==> src/rtl/nibble_serial_adder.sv <==
// Nibble-serial WIDTH-bit adder/subtractor built around a single 4-bit ripple slice.
// One nibble per cycle, LSB first. Response is held stable until the valid/ready handshake completes.

module fulladder4 (
  input  logic [3:0] a,
  input  logic [3:0] b,
  input  logic       cin,
  output logic [3:0] sum,
  output logic       cout
);
  logic [4:0] c;

  always_comb begin
    c[0] = cin;
    for (int i = 0; i < 4; i++) begin
      sum[i]   = a[i] ^ b[i] ^ c[i];
      c[i+1]   = (a[i] & b[i]) | (c[i] & (a[i] ^ b[i]));
    end
    cout = c[4];
  end
endmodule

module nibble_serial_adder #(
  parameter int WIDTH = 32
) (
  input  logic             clk_i,
  input  logic             rst_ni,
  input  logic             req_valid_i,
  output logic             req_ready_o,
  input  logic [WIDTH-1:0] a_i,
  input  logic [WIDTH-1:0] b_i,
  input  logic             sub_i,
  output logic             resp_valid_o,
  input  logic             resp_ready_i,
  output logic [WIDTH-1:0] sum_o,
  output logic             carry_o,
  output logic             overflow_o,
  output logic             zero_o
);
  localparam int NIBBLES = WIDTH / 4;
  localparam int CW      = (NIBBLES > 1) ? $clog2(NIBBLES) : 1;
  localparam logic [CW-1:0] CNT_LAST = CW'(NIBBLES - 1);

  typedef enum logic [1:0] {IDLE, CALC, DONE} state_t;

  state_t          state, state_nxt;
  logic [CW-1:0]   cnt;
  logic            carry_q;
  logic [WIDTH-1:0] a_q, b_q, res_q;
  logic [3:0]      nib_a, nib_b, nib_sum;
  logic            nib_cout;

  always_ff @(posedge clk_i or negedge rst_ni) begin
    if (!rst_ni) state <= IDLE;
    else         state <= state_nxt;
  end

  always_comb begin
    state_nxt = state;
    case (state)
      IDLE:    if (req_valid_i) state_nxt = CALC;
      CALC:    if (cnt == CNT_LAST) state_nxt = DONE;
      DONE:    if (resp_ready_i) state_nxt = IDLE;
      default: state_nxt = IDLE;
    endcase
  end

  always_comb begin
    req_ready_o  = (state == IDLE);
    resp_valid_o = (state == DONE);
  end

  assign nib_a = a_q[{cnt, 2'b00} +: 4];
  assign nib_b = b_q[{cnt, 2'b00} +: 4];

  fulladder4 u_slice (
    .a    (nib_a),
    .b    (nib_b),
    .cin  (carry_q),
    .sum  (nib_sum),
    .cout (nib_cout)
  );

  // B is stored pre-inverted for subtract, so the slice only ever adds.
  always_ff @(posedge clk_i or negedge rst_ni) begin
    if (!rst_ni) begin
      cnt     <= '0;
      carry_q <= 1'b0;
      a_q     <= '0;
      b_q     <= '0;
      res_q   <= '0;
    end else begin
      case (state)
        IDLE: if (req_valid_i) begin
          a_q     <= a_i;
          b_q     <= b_i ^ {WIDTH{sub_i}};
          carry_q <= sub_i;
          cnt     <= '0;
        end
        CALC: begin
          res_q[{cnt, 2'b00} +: 4] <= nib_sum;
          carry_q                  <= nib_cout;
          cnt                      <= cnt + 1'b1;
        end
        default: ;
      endcase
    end
  end

  assign sum_o      = res_q;
  assign carry_o    = carry_q;
  assign overflow_o = (a_q[WIDTH-1] == b_q[WIDTH-1]) && (res_q[WIDTH-1] != a_q[WIDTH-1]);
  assign zero_o     = ~|res_q;

endmodule
==> config.mk <==
export PLATFORM = sky130hd
export DESIGN_NAME = nibble_serial_adder
export DESIGN_NICKNAME = d
export VERILOG_FILES = /design/src/rtl/nibble_serial_adder.sv
export SDC_FILE = /design/constraint.sdc
export NUM_CORES = 1
export LEC_CHECK = 0
export ABC_CLOCK_PERIOD_IN_PS = 3400
export BUFFER_PORTS_ARGS = -buffer_cell sky130_fd_sc_hd__buf_2
export CORE_ASPECT_RATIO = 1.1
export CORE_MARGIN = 2
export CORE_UTILIZATION = 49
export DETAILED_ROUTE_END_ITERATION = 7
export HOLD_SLACK_MARGIN = 0.02
export PLACE_DENSITY = 0.76
export SYNTH_ARGS = -nofsm -noshare
export SYNTH_HDL_FRONTEND = slang
export SYNTH_SLANG_ARGS = --single-unit
==> constraint.sdc <==
create_clock -name clk_i -period 3.4 [get_ports clk_i]
set_input_delay 0.34 -clock clk_i [delete_from_list [all_inputs] [get_ports clk_i]]
set_output_delay 0.34 -clock clk_i [all_outputs]
set_load 0.02 [all_outputs]
==> impl_metrics.tcl, run 1 <==
set metrics [dict create \
    routedWlPerCell_um 15.63 \
    async_flop_share 1.000 \
    ys_warn_count 0 \
    die_w_um 100.3 \
    crit_path_start_kind "register" \
    ys_types 38 \
    ant_nets 0 \
    cts.sinks 102 \
    ys_top_cells_by_count "nand2_1, dfrtp_1, o21ai_0" \
    fp.dieArea_sq_um 11030 \
    end_kind "register" \
    ys_top_cells_by_area "dfrtp_1, nand2_1, mux2_2" \
    path_cells "or2_1 -> o22ai_1 -> a21oi_1 -> fa_1 -> inv_1 -> fa_1 -> inv_1 -> fa_1 -> inv_1 -> fa_1 -> inv_1 -> nor2_1 -> mux2_2" \
    max-clock-path-buffers 2 \
    pwr-share-seq 0.362 \
    grt_pass1_wl_um 18080 \
    yosysMostFrequentCell "nand2_1" \
    track_usage 0.2137 \
    clk_pin_slew_ps 100 \
    hpwl_um 8410 \
    clkLatencyLatePin_ps 380 \
    synth_edf_count 0 \
    grt-ovfl-total 0 \
    cts-resized-gates 0 \
    rr_startpoint "cnt[2]" \
    postCtsSetupBuffers 0 \
    hold_viol 0 \
    cts-root-buf "clkbuf_8" \
    area_delta_synth_final_pct 17.27 \
    numCtsBuffers 9 \
    cp_data_required_time_ps 3670 \
    crit_buf_inv 4 \
    num-fill-cells 838 \
    cts_tree "yes" \
    via_count 3714 \
    gp_congestion 0.8447 \
    firstDrtPassIters 4 \
    max_slew_margin 0.3101 \
    initial_core_util 0.5056 \
    worst-slew-pin-transition_ps 1035 \
    post-synth-top-area-cell "dfrtp_1" \
    netlist_area_sq_um 5000 \
    status "complete, no violations" \
    setup-tns-final_ps 0 \
    setup_viol 0 \
    htreeDepth 3 \
    avgSynthCellArea_sq_um 10.44 \
    swShare 0.4235 \
    antenna_cells 0 \
    seq_area_frac_synth 0.5105 \
    ys_ff_latch 102 \
    slowest_delay_ps 450 \
    antenna_found_initial 0 \
    combinationalPowerShare 0.491 \
    ys.flop_type "dfrtp_1" \
    hp-class "input pin to register" \
    io_pins 106 \
    power_uw 5784 \
    switchingPower_uw 2449 \
    synthesis.nets 559 \
    worst_ir_drop_vdd_mv 0.3807 \
    cts_hold_buf 0 \
    cap_violations 0 \
    max_freq_ghz 0.3118 \
    yosysTopAreaCellShare 0.5105 \
    drt_iter0_markers 151 \
    dp_cells 689 \
    worstPathMaxFanout 10 \
    clock_power_share 0.147 \
    drive_gt1_frac 0.2991 \
    power.internal_uw 3334 \
    crit_path_top_delay_cell "fa_1" \
    power.density_nw_per_um2 986.4 \
    wl_um 11020 \
    grt_max_degree 87 \
    syn-instance-count 479 \
    critPathKind "register to register" \
    p_leak_uw 0.002991 \
    fin_crit_sh 0.9434 \
    port_buffers 105 \
    cp.arrival_ps 3480 \
    core_area_sq_um 9889 \
    finalCriticalPeriod_ps 3208 \
    rsz0062_at_grt "false" \
    die_h_um 109.9 \
    fin_skew_ps 8.619 \
    final_net_count 660 \
    hold_start "a_i[17]" \
    slew_viol_final 0 \
    cp-startpoint "cnt[2]" \
    cpLargestDelayFamily "adder cells" \
    viasPerCell 5.268 \
    fin_cells 705 \
    grt_pass1_vias 3840 \
    drc_errors 0 \
    num_rows 38 \
]
==> registers in the layout, summed over array words and instances (netlist names) <==
name	cells
a_q	32
b_q	32
carry_o	1
cnt	3
state	2
sum_o	32
==> final timing paths <==
check	endpoint	slack, ps	cells after the start
max in group asynchronous	b_q[9]	2450	2
min in group asynchronous	sum_o[21]	150	1
max reg2reg	sum_o[15]	190	13
min	a_q[17]	140	3
min reg2reg	a_q[30]	480	2
max	sum_o[15]	190	13
==> power by group through the flow <==
| stage | Sequential [uW] | Combinational [uW] | Clock [uW] |
|---|---|---|---|
| after floorplan | 2170 | 1900 | 0 |
| after global placement | 2120 | 2730 | 0 |
| after detailed placement | 2120 | 2840 | 0 |
| after CTS | 2100 | 2850 | 858 |
| after global routing | 2160 | 3160 | 899 |
| final | 2090 | 2840 | 851 |
==> cell usage in the layout, fill, tap and decap left out, types with 2 or more instances in the layout <==
cell type,n
fa_1,4
o31ai_1,2
mux2i_1,20
nor3_1,5
o221ai_1,4
dfrtp_1,101
nand2_1,139
mux4_2,8
or3b_2,3
nor2_1,15
inv_1,14
nand4_1,2
a21oi_1,4
nand4b_1,4
ha_1,7
clkbuf_8,9
mux2_2,28
o22ai_1,4
nor4_1,8
bufinv_16,2
o21ai_0,35
buf_4,12
xnor2_1,32
clkinv_4,2
buf_2,104
==> routing by layer <==
metal / track usage / up-vias / wire, um
met2: 0.3605 / 102 / 5534
li1: - / 1811 / -
met5: 0 / - / 0
met1: 0.2626 / 1769 / 4645
met3: 0.03433 / 32 / 499
met4: 0.1194 / 0 / 342
==> logic make-up (layout without fill, tap and decap cells) <==
family,Yosys count,in the layout,synth area share
fa+ha+maj,11,11,0.03353
xor+xnor,32,32,0.05606
flops,102,102,0.5105
simple gates,187,187,0.1667
mux,56,56,0.1391
compound gates,51,51,0.05781
buf+inv,40,146,0.03629
==> layout make-up <==
class	instances	area [sq um]	share of cell area
clock buffers	10	127.6	0.02177
clock inverters	6	93.84	0.01601
inverters	14	52.55	0.008963
multi-input cells	337	2275	0.3880
flip-flops and latches	102	2554	0.4356
well taps	120	150.1	0.02561
repair buffers	116	610.6	0.1041
==> worst register-to-register path: stages, from the launching register on <==
cell and delay, ps:
dfrtp_1 400, or2_1 370, o22ai_1 230, a21oi_1 80, fa_1 380, inv_1 80, fa_1 160, inv_1 50
fa_1 360, inv_1 90, fa_1 450, inv_1 130, nor2_1 70, mux2_2 260
==> stage by stage <==
step	hold slack, ps	instance area, sq um	utilization	setup slack, ps
after CTS	132.6	5861	0.5926	170.7
after global placement	462.7	5639	0.5702	317.0
after global routing	140.9	5863	0.5929	32.37
final	141.7	5863	0.5929	192.4
after detailed placement	461.9	5639	0.5702	205.8
after floorplan	44.41	5000	-	184.4
No activity file was read; power rests on OpenSTA's default activity.
==> inputs of run 2 (changes only) <==
- ABC_AREA: default -> 1
- CORE_UTILIZATION: 49 -> 50
==> impl_metrics.tcl, run 2 <==
set metrics [dict create \
    io_pins 106 \
    syn-instance-count 676 \
    crit_path_start_kind "register" \
    slowest_delay_ps 560 \
    grt_pass1_vias 4439 \
    track_usage 0.2251 \
    ys_warn_count 0 \
    yosysTopAreaCellShare 0.4792 \
    synth_edf_count 0 \
    yosysMostFrequentCell "nand2_1" \
    grt_max_degree 68 \
    core_area_sq_um 10390 \
    status "complete, but fails checks" \
    cts_hold_buf 0 \
    worst-slew-pin-transition_ps 868.6 \
    cts.sinks 102 \
    die_w_um 102.4 \
    path_cells "inv_2 -> nand2_1 -> nand3_1 -> nand3_1 -> nand2_1 -> fa_1 -> inv_1 -> fa_1 -> inv_1 -> fa_1 -> inv_1 -> fa_1 -> nand3_1 -> o21ai_1" \
    netlist_area_sq_um 5326 \
    crit_path_top_delay_cell "dfrtp_1" \
    ant_nets 0 \
    failed_checks "hold timing" \
    max_slew_margin 0.4209 \
    antenna_found_initial 0 \
    drc_errors 0 \
    avgSynthCellArea_sq_um 7.879 \
    critPathKind "register to register" \
    combinationalPowerShare 0.521 \
    num_rows 39 \
    cp_data_required_time_ps 3630 \
    initial_core_util 0.5125 \
    gp_congestion 0.8999 \
    cts-resized-gates 0 \
    hpwl_um 9005 \
    drt_iter0_markers 203 \
    slew_viol_final 0 \
    port_buffers 105 \
    fin_skew_ps 6.744 \
    ys.flop_type "dfrtp_1" \
    swShare 0.4651 \
    async_flop_share 1.000 \
    clock_power_share 0.152 \
    fp.dieArea_sq_um 11500 \
    hp-class "input pin to async pin" \
    max-clock-path-buffers 2 \
    p_leak_uw 0.003230 \
    pwr-share-seq 0.327 \
    ys_ff_latch 102 \
    setup-tns-final_ps 0 \
    switchingPower_uw 2922 \
    synthesis.nets 756 \
    clk_pin_slew_ps 70 \
    cap_violations 0 \
    grt_pass1_wl_um 20350 \
    via_count 4504 \
    cp.arrival_ps 3330 \
    post-synth-top-area-cell "dfrtp_1" \
    routedWlPerCell_um 12.97 \
    rsz0062_at_grt "false" \
    hold_viol 1 \
    power.internal_uw 3361 \
    setup_viol 0 \
    layout_common_cells "nand2_1, buf_2, dfrtp_1" \
    viasPerCell 4.901 \
    wl_um 11920 \
    power.density_nw_per_um2 1014 \
    power_uw 6283 \
    ys_types 25 \
    area_delta_synth_final_pct 16.33 \
    path_common_cell "fa_1" \
    fin_crit_sh 0.9131 \
    cts-root-buf "clkbuf_16" \
    drive_gt1_frac 0.1881 \
    grt-ovfl-total 0 \
    htreeDepth 3 \
    worstPathMaxFanout 23 \
    end_kind "register" \
    firstDrtPassIters 5 \
    final_net_count 851 \
    ys_top_cells_by_count "nand2_1, dfrtp_1, inv_1" \
    seq_area_frac_synth 0.4792 \
    max_freq_ghz 0.3221 \
    layout_commonest_cell "nand2_1" \
    die_h_um 112.3 \
    clkLatencyLatePin_ps 340 \
    worst_ir_drop_vdd_mv 0.4139 \
    postCtsSetupBuffers 0 \
    finalCriticalPeriod_ps 3105 \
    whs_ps -0.2903 \
    antenna_cells 0 \
    ys_top_cells_by_area "dfrtp_1, nand2_1, o21ai_0" \
    num-fill-cells 992 \
    numCtsBuffers 9 \
    cts_tree "yes" \
]
run 2: path summary, 6_finish.rpt:
path,depth (start not counted),slack [ps],start,endpoint
setup / recovery,14,300,cnt[0],sum_o[7]
setup reg to reg,14,300,cnt[0],sum_o[7]
max in group asynchronous,2,2690,rst_ni,cnt[1]
min in group clk_i,2,180,resp_ready_i,state[1]
hold / removal,1,-0.3,rst_ni,a_q[7]
hold reg to reg,2,480,b_q[20],b_q[20]
run 2: critical path, delay by kind of cell, from the launching register on:
kind,cells,cell delay (ps)
adder cells (fa/ha/maj),4,1400
flip-flops,1,560
AND/OR/NAND/NOR,5,490
buffers and inverters,4,450
AO/OA/AOI/OAI,1,80
run 2: stage by stage:
stage	hold WS (ps)	cells	utilization	setup slack, ps	cell area [sq um]
2_1_floorplan	44.41	676	-	525.8	5326
3_3_place_gp	385.0	903	0.5694	451.8	5918
3_5_place_dp	397.5	903	0.5694	290.9	5918
4_1_cts	30.49	919	0.5961	268.6	6196
5_1_grt	42.24	919	0.5961	32.23	6196
6_report	-0.2903	919	0.5961	295.3	6196
run 2: cell type report:
| cell class | instances | area (sq um) | share of cell area |
|---|---|---|---|
| Multi-Input combinational cell | 467 | 2281 | 0.3681 |
| Clock inverter | 5 | 35.03 | 0.005654 |
| Inverter | 78 | 292.8 | 0.04725 |
| Timing Repair Buffer | 113 | 613.1 | 0.09895 |
| Sequential cell | 102 | 2552 | 0.4120 |
| Clock buffer | 11 | 242.7 | 0.03918 |
| Tap cell | 143 | 178.9 | 0.02888 |
run 2: power by group through the flow:
stage | registers (uW) | clock network (uW) | logic, uW
after detailed placement | 2070 | 0 | 3300
after global placement | 2050 | 0 | 3220
after floorplan | 2160 | 0 | 2250
final | 2060 | 954 | 3270
after CTS | 2050 | 973 | 3310
after global routing | 2120 | 1030 | 3740
run 2: cells by family after synthesis:
family,count (synthesis),synth area share
and+or+nand+nor,329,0.2542
buffers and inverters,107,0.09255
DFF,102,0.4792
AOI/OAI and AO/OA,95,0.08997
xor gates and xnor gates,32,0.05262
adders and majority gates,11,0.03148
run 2: per-layer routing:
| metal | wire length [um] | GRT usage | vias up |
|---|---|---|---|
| met5 | 0 | 0 | - |
| met4 | 285 | 0.08533 | 0 |
| met3 | 544 | 0.03861 | 22 |
| met2 | 5784 | 0.3654 | 132 |
| met1 | 5303 | 0.3021 | 2064 |
| li1 | - | - | 2286 |
